--- src/rtl/tone_detect.sv ---
// Square-wave tone period meter: measures rising-edge spacing and locks onto
// one of four note periods after MATCH_COUNT consecutive matching samples.
module tone_detect #(
  parameter int unsigned P_261       = 191110,
  parameter int unsigned P_277       = 180388,
  parameter int unsigned P_493       = 101239,
  parameter int unsigned P_523       = 95557,
  parameter int unsigned TOL         = 2000,
  parameter int unsigned MATCH_COUNT = 4,
  parameter int unsigned TIMEOUT     = 250000
) (
  input  logic        clk_50MHz,
  input  logic        reset,
  input  logic        tone_in,
  output logic [1:0]  state,
  output logic        valid,
  output logic        note_strobe,
  output logic [17:0] period
);

  localparam int unsigned MW        = $clog2(MATCH_COUNT + 1);
  localparam logic [17:0] TIMEOUT_C = 18'(TIMEOUT);
  localparam logic [31:0] NOM [4]   = '{32'(P_261), 32'(P_277), 32'(P_493), 32'(P_523)};

  typedef enum logic [1:0] {SILENT, MEASURE, LOCKED} fsm_t;

  // Input synchronizer and rising-edge detector
  logic       sync0_q, sync1_q, sync2_q;
  logic [1:0] fill_q;
  logic       edge_q;

  // fill_q keeps reset-value zeros in the pipeline from looking like a rise
  always_ff @(posedge clk_50MHz) begin
    if (reset) begin
      sync0_q <= 1'b0;
      sync1_q <= 1'b0;
      sync2_q <= 1'b0;
      fill_q  <= 2'd0;
      edge_q  <= 1'b0;
    end else begin
      sync0_q <= tone_in;
      sync1_q <= sync0_q;
      sync2_q <= sync1_q;
      if (fill_q != 2'd3) fill_q <= fill_q + 2'd1;
      edge_q  <= sync1_q & ~sync2_q & (fill_q == 2'd3);
    end
  end

  // Saturating period counter
  logic [17:0] cnt_q, cnt_d;
  logic [17:0] sample;
  logic        timeout;

  assign sample  = cnt_q + 18'd1;
  assign timeout = (cnt_q == TIMEOUT_C);

  always_comb begin
    cnt_d = cnt_q;
    if (edge_q)        cnt_d = '0;
    else if (!timeout) cnt_d = cnt_q + 18'd1;
  end

  always_ff @(posedge clk_50MHz) begin
    if (reset) cnt_q <= '0;
    else       cnt_q <= cnt_d;
  end

  // Window classifier; TOL is added on the sample side to avoid underflow
  logic [31:0] sample_w;
  logic [3:0]  hit;
  logic        cls_hit;
  logic [1:0]  cls;

  assign sample_w = {14'd0, sample};

  for (genvar gi = 0; gi < 4; gi++) begin : g_cls
    assign hit[gi] = (sample_w + 32'(TOL) >= NOM[gi]) && (sample_w <= NOM[gi] + 32'(TOL));
  end

  always_comb begin
    cls_hit = |hit;
    cls     = 2'd0;
    for (int k = 0; k < 4; k++) begin
      if (hit[k]) cls = 2'(k);
    end
  end

  // Lock FSM with registered outputs
  fsm_t          fsm_q;
  logic [1:0]    state_q, cand_q;
  logic          valid_q, strobe_q;
  logic [17:0]   period_q;
  logic [MW-1:0] match_q, match_step;

  assign match_step = (cls == cand_q) ? match_q + MW'(1) : MW'(1);

  always_ff @(posedge clk_50MHz) begin
    if (reset) begin
      fsm_q    <= SILENT;
      state_q  <= 2'd0;
      cand_q   <= 2'd0;
      valid_q  <= 1'b0;
      strobe_q <= 1'b0;
      period_q <= '0;
      match_q  <= '0;
    end else begin
      strobe_q <= 1'b0;
      case (fsm_q)
        SILENT: begin
          if (edge_q) begin
            fsm_q   <= MEASURE;
            match_q <= '0;
          end
        end
        MEASURE: begin
          if (edge_q) begin
            period_q <= sample;
            if (!cls_hit) begin
              match_q <= '0;
            end else begin
              cand_q  <= cls;
              match_q <= match_step;
              if (match_step == MW'(MATCH_COUNT)) begin
                fsm_q    <= LOCKED;
                state_q  <= cls;
                valid_q  <= 1'b1;
                strobe_q <= 1'b1;
              end
            end
          end else if (timeout) begin
            fsm_q   <= SILENT;
            valid_q <= 1'b0;
          end
        end
        LOCKED: begin
          if (edge_q) begin
            period_q <= sample;
            if (!(cls_hit && (cls == state_q))) begin
              fsm_q   <= MEASURE;
              valid_q <= 1'b0;
              cand_q  <= cls;
              match_q <= cls_hit ? MW'(1) : '0;
            end
          end else if (timeout) begin
            fsm_q   <= SILENT;
            valid_q <= 1'b0;
          end
        end
        default: begin
          fsm_q   <= SILENT;
          valid_q <= 1'b0;
        end
      endcase
    end
  end

  assign state       = state_q;
  assign valid       = valid_q;
  assign note_strobe = strobe_q;
  assign period      = period_q;

endmodule
--- config.mk ---
export PLATFORM = sky130hd
export DESIGN_NAME = tone_detect
export DESIGN_NICKNAME = d
export VERILOG_FILES = /design/src/rtl/tone_detect.sv
export SDC_FILE = /design/constraint.sdc
export NUM_CORES = 1
export LEC_CHECK = 0
export BUFFER_PORTS_ARGS = -buffer_cell sky130_fd_sc_hd__buf_2
export CELL_PAD_IN_SITES_DETAIL_PLACEMENT = 1
export CELL_PAD_IN_SITES_GLOBAL_PLACEMENT = 1
export CORE_MARGIN = 10
export CORE_UTILIZATION = 28
export CTS_BUF_LIST = sky130_fd_sc_hd__clkbuf_8
export CTS_CLUSTER_DIAMETER = 200
export CTS_CLUSTER_SIZE = 10
export DETAILED_ROUTE_END_ITERATION = 6
export HOLD_SLACK_MARGIN = 0.08
export PLACE_DENSITY = 0.57
export SLEW_MARGIN = 20
export SYNTH_ARGS = -nofsm -noshare
export SYNTH_HDL_FRONTEND = slang
export SYNTH_SLANG_ARGS = --single-unit
--- constraint.sdc ---
create_clock -name clk_50MHz -period 5.1 [get_ports clk_50MHz]
set_clock_uncertainty 0.15 [all_clocks]
set_input_delay 0.765 -clock clk_50MHz [delete_from_list [all_inputs] [get_ports clk_50MHz]]
set_output_delay 0.765 -clock clk_50MHz [all_outputs]
set_load 0.01 [all_outputs]
==> results.py <==
metrics = {
    "clocking": {
        "clockRootBuffer": "clkbuf_8",
        "clk_path_buf_depth": 2,
        "htreeDepth": 2,
        "cts_tree": "done",
        "cts_buffers": 5,
        "clkLatencyLatePin_ns": 0.35,
        "clkSlewWorstSetupHoldPaths_ns": 0.12,
        "cts_setup_buffers": 0,
        "clock_sink_count": 53,
    },
    "sta": {
        "max_freq_mhz": 210,
        "setup-violations-final": 0,
        "slew_violations": 0,
        "relSlewSlack": 0.483,
        "setup_ws_ns": 0.329,
        "final-hold-violation-count": 0,
        "tns_ns": 0,
        "fin_crit_ns": 4.77,
        "rsz0062_at_grt": "false",
        "worstMarginPinSlew_ns": 0.772,
        "timing.final.crit_share": 0.936,
    },
    "setup_path": {
        "endpoint": "fsm_q[0]",
        "worstPathCellList": "ha_1 > and3_1 > xnor2_1 > inv_1 > ha_1 > o21bai_1 > nor4b_4 > buf_4 > xnor2_1 > a211oi_1 > o211ai_1 > a221o_1 > a21o_4 > xor2_1 > or4_1 > o221ai_1 > mux2i_1",
        "r2r_slack_ns": 0.33,
        "reg2reg_to": "fsm_q[0]",
        "cp_top_family": "compound AO/OA/AOI/OAI gates",
        "critical_path_buf_inv_count": 2,
        "startpoint": "cnt_q[0]",
        "end_kind": "register",
        "critPathLaunchType": "register",
        "r2r.worst_path.cells": 17,
        "max_stage_delay_ns": 0.56,
        "path_max_fanout": 7,
        "worst-setup-path-type": "register to register",
        "worstReg2RegStart": "cnt_q[0]",
        "worst_ep_required_time_ns": 5.23,
        "cpMaxStageDelayCell": "or4_1",
        "crit_cells": 17,
        "worstPathArrival_ns": 4.90,
    },
    "yosys": {
        "netlist_area_sq_mm": 0.00417,
        "ys_types": 83,
        "yosysTopAreaCellShare": 0.254,
        "yosysMostFrequentCell": "nor2_1",
        "ys_seq_elements": 53,
        "synth_edf_count": 0,
        "netlist_top_cells_area": "dfxtp_1 (25%), nor2_1 (6.6%), xnor2_1 (4.8%)",
        "synth_area_leader_cell": "dfxtp_1",
        "ys.flop_type": "dfxtp_1",
        "synth_nets": 545,
        "synth_warnings": 0,
        "async_flop_share": 0,
        "synthTopCellsByCount": "nor2_1 (73), dfxtp_1 (53), nand2_1 (27)",
        "syn_inst": 526,
        "seq_area_frac_synth": 0.254,
        "postSynthAreaPerCell_sq_um": 7.93,
    },
    "finish": {
        "area_growth_syn_to_layout_pct": 11.8,
        "nNetsFinal": 566,
        "final_cells": 732,
        "drive_above_1_share": 0.162,
        "fillerInstances": 1786,
        "utilization": 0.320,
        "antenna_cells": 0,
    },
    "grt": {
        "grt_pass1_vias": 4342,
        "grt_start_max_net_pins": 40,
        "grt_overflow": 0,
        "grt_use_total": 0.148,
        "antenna_found_initial": 0,
        "grt_pass1_wl_um": 24200,
    },
    "die": {
        "die_y_um": 142,
        "start_util": 0.286,
        "core_area_sq_mm": 0.0146,
        "io_pins": 25,
        "dieWidth_um": 142,
        "die_area_sq_mm": 0.0202,
        "rows": 44,
    },
    "pwr": {
        "powerDensity_mw_per_mm2": 179,
        "peakVddDrop_v": 0.000117,
        "total_power_mw": 0.835,
        "leakage_nw": 1.73,
    },
    "hold_path": {
        "hold_class": "register to register",
    },
    "placement": {
        "dp_hpwl_um": 11500,
        "gp_congestion": 0.900,
        "port-buffer-count": 24,
        "detailedPlace.worstSlack_ns": 0.266,
        "dp_cells": 724,
    },
    "outcome": {
        "status": "finished clean",
    },
    "drt": {
        "drtIter0Drc": 213,
        "drc": 0,
        "vias_per_cell": 5.54,
        "drt-pass1-iter-count": 4,
        "wl_per_cell_um": 20.2,
        "dr_total_vias": 4056,
        "ant_nets": 0,
        "routed_wl_um": 14800,
    },
    "run": {
        "cap_violations": 0,
    },
}
## per-layer routing
layer / GRT usage / wire (um) / share of wire
met5: 0 / 0 / 0
met4: 0.0516 / 362 / 0.024
met3: 0.0250 / 429 / 0.029
met2: 0.256 / 7360 / 0.50
met1: 0.181 / 6670 / 0.45
## power by group
part / switching [mW] / internal, mW / leakage [nW]
clock network: 0.184 / 0.104 / 0.0506
registers: 0.00859 / 0.423 / 0.430
logic: 0.0739 / 0.0429 / 1.25
## placed cells by master, fill, tap and decap left out, types with 10 or more instances in the layout
master and n:
inv_1 19, nor2_1 73, buf_4 26, nand4_1 10, o21ai_0 20, a21oi_1 23, nor3_1 16, ha_1 16
nand3_1 23, dfxtp_1 50, buf_2 24, a211oi_1 23, nand2_1 26, xor2_1 11, xnor2_1 22
## worst min-delay path by stage
stage | from | endpoint | slack (ns) | cells after the start
after floorplan | sync0_q | sync1_q | 0.26 | 1
after global placement | sync0_q | sync1_q | 0.27 | 1
after detailed placement | sync0_q | sync1_q | 0.28 | 1
after CTS | sync0_q | sync1_q | 0.31 | 1
after global routing | sync0_q | sync1_q | 0.31 | 1
final | sync0_q | sync1_q | 0.30 | 1
## per-stage QoR
step                area (sq um)  hold slack [ns]
finish                      4670            0.305
global route                4670            0.314
CTS                         4630            0.308
detailed placement          4530            0.282
global placement            4530            0.272
floorplan                   4170            0.264
## final cells by class
type	instances	area [sq um]	area share
Multi-Input combinational cell	418	2890	0.619
Sequential cell	53	1060	0.228
Timing Repair Buffer	50	315	0.0676
Tap cell	184	230	0.0493
Inverter	19	71.3	0.0153
Clock buffer	5	68.8	0.0147
Clock inverter	3	28.8	0.00617
## state kept, by name (all words and copies together) (netlist names)
register and cells:
cnt_q 18, fill_q 2, sync0_q 1, sync2_q 1, sync1_q 1, fsm_q 2, edge_q 1, period 18
state 2, match_q 3, valid 1, note_strobe 1, cand_q 2
## kinds of logic (layout without fill, tap and decap cells)
group	Yosys count	after routing	share of synthesized area
adder cells (fa/ha/maj)	16	16	0.0480
XOR/XNOR	37	37	0.0828
flip-flops	53	53	0.254
AO/OA/AOI/OAI	149	149	0.260
buffers and inverters	55	77	0.0615
AND/OR/NAND/NOR	210	210	0.279
multiplexers	6	6	0.0147
## what timing repair did
item,in CTS,in global routing
resized for setup,0,7
setup endpoints to repair,0,8
endpoints found under the hold margin,0,0
hold buffers,0,0
Note: power is estimated with default switching activity, not from simulation.
